### config.mk
export PLATFORM = sky130hd
export DESIGN_NAME = rvc_cb_exec_pipe
export DESIGN_NICKNAME = d
export VERILOG_FILES = /design/src/rtl/rvc_cb_exec_pipe.sv
export SDC_FILE = /design/constraint.sdc
export NUM_CORES = 1
export LEC_CHECK = 0
export ABC_CLOCK_PERIOD_IN_PS = 6020
export CORE_MARGIN = 10
export CORE_UTILIZATION = 50
export DETAILED_ROUTE_END_ITERATION = 12
export PLACE_DENSITY = 0.75
export SLEW_MARGIN = 20
export SYNTH_ARGS = -nofsm -noshare
export SYNTH_HDL_FRONTEND = slang
export SYNTH_SLANG_ARGS = --single-unit
### constraint.sdc
create_clock -name iCLK -period 6.02 [get_ports iCLK]
set_input_delay 0.903 -clock iCLK [delete_from_list [all_inputs] [get_ports iCLK]]
set_output_delay 0.903 -clock iCLK [all_outputs]
set_load 0.02 [all_outputs]
### src/rtl/rvc_cb_exec_pipe.sv
// Two-stage stallable execute pipe for compressed CB-format instructions
// (c.beqz, c.bnez, c.srli, c.srai, c.andi) with flush and illegal reporting.
module rvc_cb_exec_pipe #(
    parameter int unsigned XLEN = 32,
    parameter int unsigned PC_W = 32
) (
    input  logic            iCLK,
    input  logic            iRST,
    input  logic            iFLUSH,
    input  logic            iVALID,
    output logic            oREADY,
    input  logic [15:0]     iIR,
    input  logic [PC_W-1:0] iPC,
    input  logic [XLEN-1:0] iRS,
    input  logic            iREADY,
    output logic            oVALID,
    output logic [4:0]      oRD,
    output logic            oWE,
    output logic [XLEN-1:0] oRESULT,
    output logic            oTAKEN,
    output logic [PC_W-1:0] oNEXT_PC,
    output logic            oILLEGAL
);

    localparam bit IS_RV32 = (XLEN == 32);

    logic            aValid;
    logic [15:0]     aIr;
    logic [PC_W-1:0] aPc;
    logic [XLEN-1:0] aRs;
    logic            bValid;
    logic            bLoad;
    logic            accept;

    logic [5:0]             shamt;
    logic [8:0]             brOff;
    logic [XLEN-1:0]        andImm;
    logic signed [XLEN-1:0] sraVal;
    logic [PC_W-1:0]        pcPlus2;
    logic [PC_W-1:0]        pcBranch;
    logic [4:0]             dRd;
    logic                   dWe;
    logic [XLEN-1:0]        dResult;
    logic                   dTaken;
    logic [PC_W-1:0]        dNextPc;
    logic                   dIllegal;

    // Handshake: B drains or refills, A refills whenever B takes its entry.
    assign bLoad  = aValid && (!bValid || iREADY);
    assign oREADY = !aValid || bLoad;
    assign accept = iVALID && oREADY && !iFLUSH;
    assign oVALID = bValid;

    // Decode and execute the instruction held in stage A.
    always_comb begin
        shamt    = {aIr[12], aIr[6:2]};
        brOff    = {aIr[12], aIr[6:5], aIr[2], aIr[11:10], aIr[4:3], 1'b0};
        andImm   = {{(XLEN-6){aIr[12]}}, aIr[12], aIr[6:2]};
        sraVal   = $signed(aRs) >>> shamt;
        pcPlus2  = aPc + PC_W'(2);
        pcBranch = aPc + {{(PC_W-9){brOff[8]}}, brOff};
        dRd      = {2'b01, aIr[9:7]};
        dWe      = 1'b0;
        dResult  = '0;
        dTaken   = 1'b0;
        dNextPc  = pcPlus2;
        dIllegal = 1'b1;
        if (aIr[1:0] == 2'b01) begin
            case (aIr[15:13])
                3'b110, 3'b111: begin
                    dIllegal = 1'b0;
                    dTaken   = aIr[13] ? (aRs != '0) : (aRs == '0);
                    if (dTaken) begin
                        dNextPc = pcBranch;
                    end
                end
                3'b100: begin
                    case (aIr[11:10])
                        2'b10: begin
                            dIllegal = 1'b0;
                            dWe      = 1'b1;
                            dResult  = aRs & andImm;
                        end
                        2'b00, 2'b01: begin
                            if (!(IS_RV32 && aIr[12])) begin
                                dIllegal = 1'b0;
                                if (shamt == 6'd0) begin
                                    dResult = aRs;
                                end else begin
                                    dWe     = 1'b1;
                                    dResult = aIr[10] ? XLEN'(sraVal) : (aRs >> shamt);
                                end
                            end
                        end
                        default: ;
                    endcase
                end
                default: ;
            endcase
        end
    end

    // Pipeline registers; flush beats accept, reset beats everything.
    always_ff @(posedge iCLK or posedge iRST) begin
        if (iRST) begin
            aValid   <= 1'b0;
            aIr      <= '0;
            aPc      <= '0;
            aRs      <= '0;
            bValid   <= 1'b0;
            oRD      <= '0;
            oWE      <= 1'b0;
            oRESULT  <= '0;
            oTAKEN   <= 1'b0;
            oNEXT_PC <= '0;
            oILLEGAL <= 1'b0;
        end else begin
            if (iFLUSH) begin
                aValid <= 1'b0;
            end else if (accept) begin
                aValid <= 1'b1;
                aIr    <= iIR;
                aPc    <= iPC;
                aRs    <= iRS;
            end else if (bLoad) begin
                aValid <= 1'b0;
            end

            if (iFLUSH) begin
                bValid <= 1'b0;
            end else if (bLoad) begin
                bValid   <= 1'b1;
                oRD      <= dRd;
                oWE      <= dWe;
                oRESULT  <= dResult;
                oTAKEN   <= dTaken;
                oNEXT_PC <= dNextPc;
                oILLEGAL <= dIllegal;
            end else if (iREADY) begin
                bValid <= 1'b0;
            end
        end
    end

endmodule

[After elaboration in Yosys (flattened, before gate mapping)]
Cells that the tools add are included.
Widths: inputs -> output; s select.
Storage, ports and cells
  register bits: 153
  input bits: 85
  output and inout bits: 74
  logic and storage cells: 68
Cells by class
  add/sub/neg operators: 2
  eq/ne operators: 6
  shift operators: 2
  mux-type cells: 27
  bitwise gates (word level): 2
  reduce and logical (&&, ||, !) cells: 18
Operators by type and width (count)
  $mux 32: 8
  $pmux 32 s2: 1
  $add 32x2->32 const B: 1
  $add 32x32->32: 1
  $and 32x32->32: 1
  $logic_not 32->1: 1
  $reduce_bool 32->1: 1
  $shr 32x6->32: 1
  $sshr 32x6->32: 1
  $mux 1: 15
  $eq 3x3->1 const B: 3
  $logic_not 6->1: 1
  $pmux 1 s2: 3
  $reduce_bool 3->1: 2
  $eq 2x1->1 const B: 2
  $reduce_and 2->1: 2
  $reduce_or 2->1: 2
  $logic_and 1x1->1: 3
  $logic_not 1->1: 3
  $eq 2x2->1 const B: 1
  $logic_not 2->1: 1
  $logic_or 1x1->1: 2
  $not 1->1: 1

[Logic depth before layout (Yosys ltp)]
Gate-level depths: netlist of the first run.
  word-level depth: 8
  mapped depth: 13
  depth with buffers taken out: 12

[Worst setup path after synthesis of the first run]
Ideal clock, no wire load.
  path kind: flip-flop to flip-flop
  from: register aIr[4]
  to: register oNEXT_PC[25]
  arrival: 2.970 ns
  data required time: 5.893 ns
  path slack: 2.923 ns
  cell stages (with the launch flop): 14
  path buffers: 2
  path through: dfrtp_1 clkbuf_1 inv_2 clkbuf_1 fa_1 nor2b_4 o31a_1 o21ai_2 a31oi_4 o31a_4 or2_1 a31oi_2 xor2_1 o21ai_1
On the way
  cells in the longest elaborated chain, start to end: 4
Ends and longest elaborated chain
  from (decl): RTL line 28  | logic [15:0] aIr;
  from (signal assigned): RTL line 122  | aIr <= iIR;
  $add 32x32->32: RTL line 61  | pcBranch = aPc + {{(PC_W-9){brOff[8]}}, brOff};
  $mux 32: RTL line 73  | if (dTaken) begin
  $mux 32: RTL line 69  | case (aIr[15:13])
  $mux 32: RTL line 68  | if (aIr[1:0] == 2'b01) begin
  to (signal assigned): RTL line 137  | oNEXT_PC <= dNextPc;
  to (decl): RTL line 21  | output logic [PC_W-1:0] oNEXT_PC,
No other way between the ends.
A chain may end at the register's enable or synchronous reset.

[Worst setup path after layout of the first run]
  from: register aIr[4]
  to: register oNEXT_PC[31]
The elaborated chain is that of the path after synthesis.

==> impl_results.md, run 1 <==
* Die width at 164 um
* Longest Clk Path Bufs at 2
* Die height at 164 um
* Final net count at 1362
* Postcts setup bufs at 0
* Worst-Margin Slew at 1.14 ns
* Clk sinks at 153
* Mapped Area at 10400 um2
* # IOs at 159
* Status: finished clean
* Iter 0 DRT Violations at 792
* Total negative slack at 0 ns
* Diodes inserted at 0
* Die area at 26900 um2
* Drt via density at 5.94
* Pleak at 5.29 nW
* Minimum clock period at 3.35 ns
* Post-route ant nets at 0
* PD cells at 328 nW/um2
* Clock transition at the registers of the reported paths at 0.06 ns
* Fin. Hold Viols at 0
* Layout cells sized above 1 at 14.4%
* Complex-gate fraction of the synthesized area at 18.7%
* Remaining DRCs at 0
* Max Fclk at 299 MHz
* Synth warn at 0
* Xor/xnor share of the synthesized area at 4.89%
* Finish-stage setup viols at 0
* Worst EP arrival at 3.66 ns
* WL met3 at 2.59 mm
* Period utilization at 55.6%
* Setup CP Type: register to register
* Crit path max fanout at 39
* Max IR drop VDD at 208 uV
* Post-layout util at 62.4%
* Crit start category: register
* CP max-delay cell: inv_2
* Uppermost routed layer: met4
* Max cap viols at 0
* WP buf/inv at 2
* Most frequent cells in the layout: 168 x nand2_1, 157 x clkdlybuf4s50_1, 151 x dfrtp_1, 101 x o21ai_0, 88 x mux2_2
* Post-synthesis mux area share at 16.5%
* CTS tree: built
* Initial antenna violation count at 0
* Hold_buf cts at 0
* Flops & latches, synth at 153
* Core area at 20400 um2
* Post-CTS Resized at 0
* Worst-path cell chain: buf_4 > inv_2 > fa_1 > nor2b_4 > o31a_1 > o21ai_2 > a31oi_4 > o31a_4 > o2111ai_1 > a21oi_1 > xnor2_1 > o21ai_0
* Length of routed met2 wiring at 13.6 mm
* Port Buffers at 157
* EDFF count, synth at 0
* Most common cell after layout, fill and taps aside: nand2_1
* Largest family of logic cells by synthesized area: compound AO/OA/AOI/OAI gates
* Simple-gate area share of the yosys netlist at 15.4%
* Largest net degree at the start of global routing at 93
* Adder-Cell Fraction of Synth Area at 3.93%
* Total power draw at 4.17 mW
* RSZ-0062 raised after global routing: no
* Depth of the CTS H-tree at 4
* Root Buffer: clkbuf_16
* Final Worst Setup Slack at 2.67 ns
* DR WL/cell at 19.6 um
* Distinct cells, synth at 87
* Met1 wire length at 13.4 mm
* Detailed Place HPWL at 21.8 mm
* Starting density of the core at 51.0%
* Sequential cell area fraction in the yosys report at 36.8%
* Drt total wl at 29.9 mm
* Area grow syn2layout at 22.3%
* Global placement routability congestion at 0.976
* Slew Viols, Final at 0
* CP top delay family: compound AO/OA/AOI/OAI gates
* Crit end category: register
* Worst hold slack at 0.465 ns
* Ys flop type: dfrtp_1
* Cell row count at 52
* Syn Area/Cell at 9.23 um2
* Drt first pass iters at 5
* Clk_lat worst skew at 0.43 ns
* CTS buffer count at 17
* FFs w/ async S/R, synth at 100%
* Number of global-route vias before repair at 8890
* DR vias at 9076
* Hold WC Path Type: register to register
* FILL cells at 1746
* Req. time, crit path at 6.33 ns
* Post-Syn Nets at 1243
* First-pass GRT wire length at 48.3 mm
* Post-Synthesis Cells at 1126
* Total gr overflow at 0
* Max transition margin at 24.2%
* Slowest Stage Delay on Critical Path at 0.50 ns
* Pre-CTS setup slack at 2.46 ns
* Clock skew at 0.00838 ns
* Total GRT Usage at 22.1%
[stage by stage]
stage / std cells / instance area, um2
after floorplan: 1126 / 10400
after global placement: 1496 / 12100
after detailed placement: 1496 / 12100
after CTS: 1528 / 12700
after global routing: 1528 / 12700
final: 1528 / 12700
[layer usage]
layer	vias up	GRT usage, %
li1	4333	-
met2	340	33.9
met5	-	0
met1	4373	30.2
met4	0	5.77
met3	30	5.88
[sequential cells by signal (all words and copies together), names as in the netlist]
register	count
oVALID	1
aIr	16
oRD	4
oTAKEN	1
oWE	1
oILLEGAL	1
oRESULT	32
aPc	32
aRs	32
aValid	1
oNEXT_PC	32
[path summary, 6_finish.rpt]
kind / start / endpoint / slack (ns) / cells past startpoint
worst max register to register: aIr[4] / oNEXT_PC[31] / 2.67 / 12
worst min-delay path: aIr[8] / oRD[1] / 0.47 / 2
worst max-delay path: aIr[4] / oNEXT_PC[31] / 2.67 / 12
min in group asynchronous: iRST / aRs[25] / 0.85 / 2
max in group asynchronous: iRST / oNEXT_PC[19] / 4.00 / 3
worst min register to register: aIr[8] / oRD[1] / 0.47 / 2
[report_power, final]
group	switching [mW]	internal, mW	leakage, nW
sequential	0.183	1.17	1.89
clock	0.441	0.705	0.297
combinational	0.911	0.754	3.10
total	1.53	2.63	5.29
[worst reg2reg max path, delay by kind of cell, from the launching register on]
family	cells	cell delay (ns)
buf+inv	2	0.76
fa+ha+maj	1	0.37
compound gates	7	1.51
xor+xnor	1	0.16
flops	1	0.37
simple gates	1	0.05
[area by class of cell]
cell class	instances	area, um2	share of cell area, %
repair buffers	168	1650	13.0
well taps	270	338	2.66
clock inverters	11	171	1.35
multi-input cells	886	6190	48.7
flip-flops and latches	153	3830	30.1
inverters	19	76.3	0.600
clock buffers	21	450	3.54
[kinds of logic after synthesis]
kind of cell	Yosys count
AO/OA/AOI/OAI	308
XOR/XNOR	58
adder cells (fa/ha/maj)	32
buffers and inverters	87
flip-flops	153
multiplexers	138
other	1
AND/OR/NAND/NOR	349
[cell usage after synthesis (all sizes together), types with 4 or more instances]
library cell    n  area [um2]
and2            8        50.1
buf            24         138
a21oi          81         409
mux2           88         991
ha             31         388
a211oi         15         125
o21a           10        75.1
nand2b          4        25.0
clkbuf         44         178
o211ai          4        30.0
and3            5        31.3
a32oi           7        61.3
or2             6        40.0
nand3          16        80.1
xor2           23         201
inv            19        71.3
o21ai         109         553
xnor2          35         307
nand2         168         631
dfrtp         153        3830
nor2           83         324
a21o           20         154
o31a            4        43.8
a31oi          10        83.8
nor4           12        81.3
a22oi           9        67.6
nand4          12        75.1
nor3            9        50.1
mux2i          32         320
o22ai           6        37.5
and4            5        43.8
nor3b           4        35.0
nor2b           8        57.6
mux4           18         405
(Power assumes the default switching activity.)
==> inputs of run 2 (changes only) <==
ABC_CLOCK_PERIOD_IN_PS = 2900   (was 6020)
PLACE_DENSITY = 0.78   (was 0.75)
clock period = 2.9 ns   (was 6.02 ns; I/O delays follow)
==> run 2 against run 1 <==
Clock skew is essentially flat. Largest cell class unchanged. Sequential power grew 100%. Sequential share of layout area decreased by 1.1 points. Cell count rose by 2.9%. Critical endpoint is now oNEXT_PC[25]. Maximum frequency up 19%. Combinational power rose by 130%. Highest routed layer unchanged.
==> impl_results.md, run 2 (synthesis gave the netlist of run 1 again) <==
* Root Buffer: clkbuf_16
* Remaining DRCs at 0 (unchanged)
* Iter 0 DRT Violations at 983 (+24%)
* Most frequent cells in the layout: 168 x nand2_1, 157 x clkdlybuf4s50_1, 150 x dfrtp_1, 100 x o21ai_0, 88 x mux2_2
* Hold_buf cts at 0 (unchanged)
* Post-route ant nets at 0 (unchanged)
* Die width at 164 um (unchanged)
* Clock skew at 0.00819 ns (-0.000196 ns)
* # IOs at 159 (unchanged)
* Initial antenna violation count at 0 (unchanged)
* Most common cell after layout, fill and taps aside: nand2_1
* Sw Ratio at 37.2% (+0.43 points)
* Crit start category: register
* Setup CP Type: register to register
* Worst EP arrival at 3.12 ns (-0.54 ns)
* Cell area after layout at 13200 um2 (+3.8%)
* CTS tree: built
* Total GRT Usage at 23.2% (+1.1 points)
* DR WL/cell at 20.1 um (+2.4%)
* Placement Cell Area at 12500 um2 (+3.6%)
* Number of global-route vias before repair at 9281 (+4.4%)
* Reg2reg path depth at 9 (-3)
* Minimum clock period at 2.81 ns (-0.543 ns)
* Layout cells sized above 1 at 18.0% (+3.6 points)
* Crit path max fanout at 25 (-36%)
* Max cap viols at 0 (unchanged)
* Max Fclk at 356 MHz (+19%)
* Core area at 20400 um2 (unchanged)
* Detailed Place HPWL at 23.7 mm (+8.9%)
* Clk_lat worst skew at 0.43 ns (about the same)
* Slowest Stage Delay on Critical Path at 0.52 ns (+0.02 ns)
* Die height at 164 um (unchanged)
* Hold WC Path Type: input pin to async pin
* RR Startpoint: aIr[12]
* Status: finished clean
* Drt first pass iters at 6 (+1)
* Sequential power share at 31.1% (-1.5 points)
* Max IR drop VDD at 405 uV (+94%)
* Final net count at 1407 (+3.3%)
* Flop2flop setup slack at 0.09 ns (-2.58 ns)
* Postcts setup bufs at 0 (unchanged)
* Worst-Margin Slew at 0.917 ns (-0.220 ns)
* Cell row count at 52 (unchanged)
* Diodes inserted at 0 (unchanged)
* Max transition margin at 38.9% (+15 points)
* Port Buffers at 157 (unchanged)
* Die area at 26900 um2 (unchanged)
* Power share of the combinational group at 42.3% (+2.4 points)
* Total gr overflow at 0 (unchanged)
* Crit end category: register
* Post-layout util at 64.8% (+2.4 points)
* Req. time, crit path at 3.21 ns (-3.12 ns)
* Global placement routability congestion at 1.02 (+4.0%)
* DR vias at 9308 (+2.6%)
* Sw Pwr at 3.30 mW (+110%)
* Clk sinks at 153 (unchanged)
* Internal at 5.56 mW (+110%)
* Drt total wl at 31.5 mm (+5.4%)
* Largest net degree at the start of global routing at 93 (unchanged)
* Drt via density at 5.92 (-0.38%)
* Starting density of the core at 51.0% (unchanged)
* Clock transition at the registers of the reported paths at 0.06 ns (about the same)
* Period utilization at 96.8% (+41 points)
* RR Endpoint: oNEXT_PC[25]
* RSZ-0062 raised after global routing: yes
* Power share of the clock group at 26.6% (-0.9 points)
* Depth of the CTS H-tree at 4 (unchanged)
* Finish-stage setup viols at 0 (unchanged)
* Area grow syn2layout at 27.0%
* First-pass GRT wire length at 50.2 mm (+3.9%)
* CTS buffer count at 17 (unchanged)
* Slew Viols, Final at 0 (unchanged)
* Longest Clk Path Bufs at 2 (unchanged)
* Fin. Hold Viols at 0 (unchanged)
* CP max-delay cell: dfrtp_2
* Pleak at 5.54 nW (+4.8%)
* PD cells at 672 nW/um2 (+100%)
* Worst-path cell chain: buf_4 > ha_1 > a21o_2 > a21o_1 > o31a_4 > or2_1 > a31oi_2 > xor2_1 > o21ai_1
run 2: layout make-up:
cell class | count | area (um2)
fillers | 1679 | 7170
multi-input cells | 886 | 6230
flip-flops and latches | 153 | 3830
repair buffers | 213 | 2100
clock buffers | 20 | 457
well taps | 270 | 338
clock inverters | 12 | 160
inverters | 19 | 75.1
run 2: repair_timing:
action	in CTS	in global routing
hold endpoints to repair	0	0
endpoints found under the setup margin	0	11
resized for setup	0	9
run 2: routing by layer:
metal	wire (um)	up-vias	share of wire, %	track usage (%)
li1	-	4412	-	-
met1	13700	4461	44	30.7
met2	14700	392	47	36.9
met3	2550	43	8.1	5.91
met4	580	0	1.8	6.21
met5	0	-	0	0
run 2: how the worst max path moves through the flow:
stage,from,endpoint,slack (ns)
finish,aIr[12],oNEXT_PC[25],0.09
global route,aIr[12],oNEXT_PC[28],-0.04
CTS,aIr[12],oNEXT_PC[28],0.07
detailed placement,aPc[1],oNEXT_PC[31],0.08
global placement,aPc[1],oNEXT_PC[31],0.16
floorplan,aIr[4],oNEXT_PC[25],0.006
run 2: power groups by stage:
stage          logic, mW  registers, mW  clock network (mW)
6_report            3.74           2.76                2.36
5_1_grt             4.08           2.79                2.48
4_1_cts             3.68           2.75                2.38
3_5_place_dp        3.65           2.79                   0
3_3_place_gp        3.62           2.78                   0
2_1_floorplan       2.32           2.89                   0
run 2: per-stage QoR:
| step | setup WS (ns) | hold slack [ns] | power, mW | cells | TNS (ns) |
|---|---|---|---|---|---|
| 2_1_floorplan | 0.00559 | 0.433 | 5.21 | 1126 | 0 |
| 3_5_place_dp | 0.0768 | 0.453 | 6.44 | 1541 | 0 |
| 6_report | 0.0942 | 0.469 | 8.86 | 1573 | 0 |
| 5_1_grt | -0.0378 | 0.492 | 9.36 | 1573 | -0.0865 |
| 4_1_cts | 0.0666 | 0.475 | 8.81 | 1573 | 0 |
| 3_3_place_gp | 0.160 | 0.439 | 6.40 | 1541 | 0 |
run 2: critical path: cells and delay by family (launching register included):
kind,cells,cell delay [ns]
adders and majority gates,1,0.35
buffers and inverters,1,0.36
xor gates and xnor gates,1,0.15
and+or+nand+nor,1,0.24
DFF,1,0.52
AOI/OAI and AO/OA,5,1.04
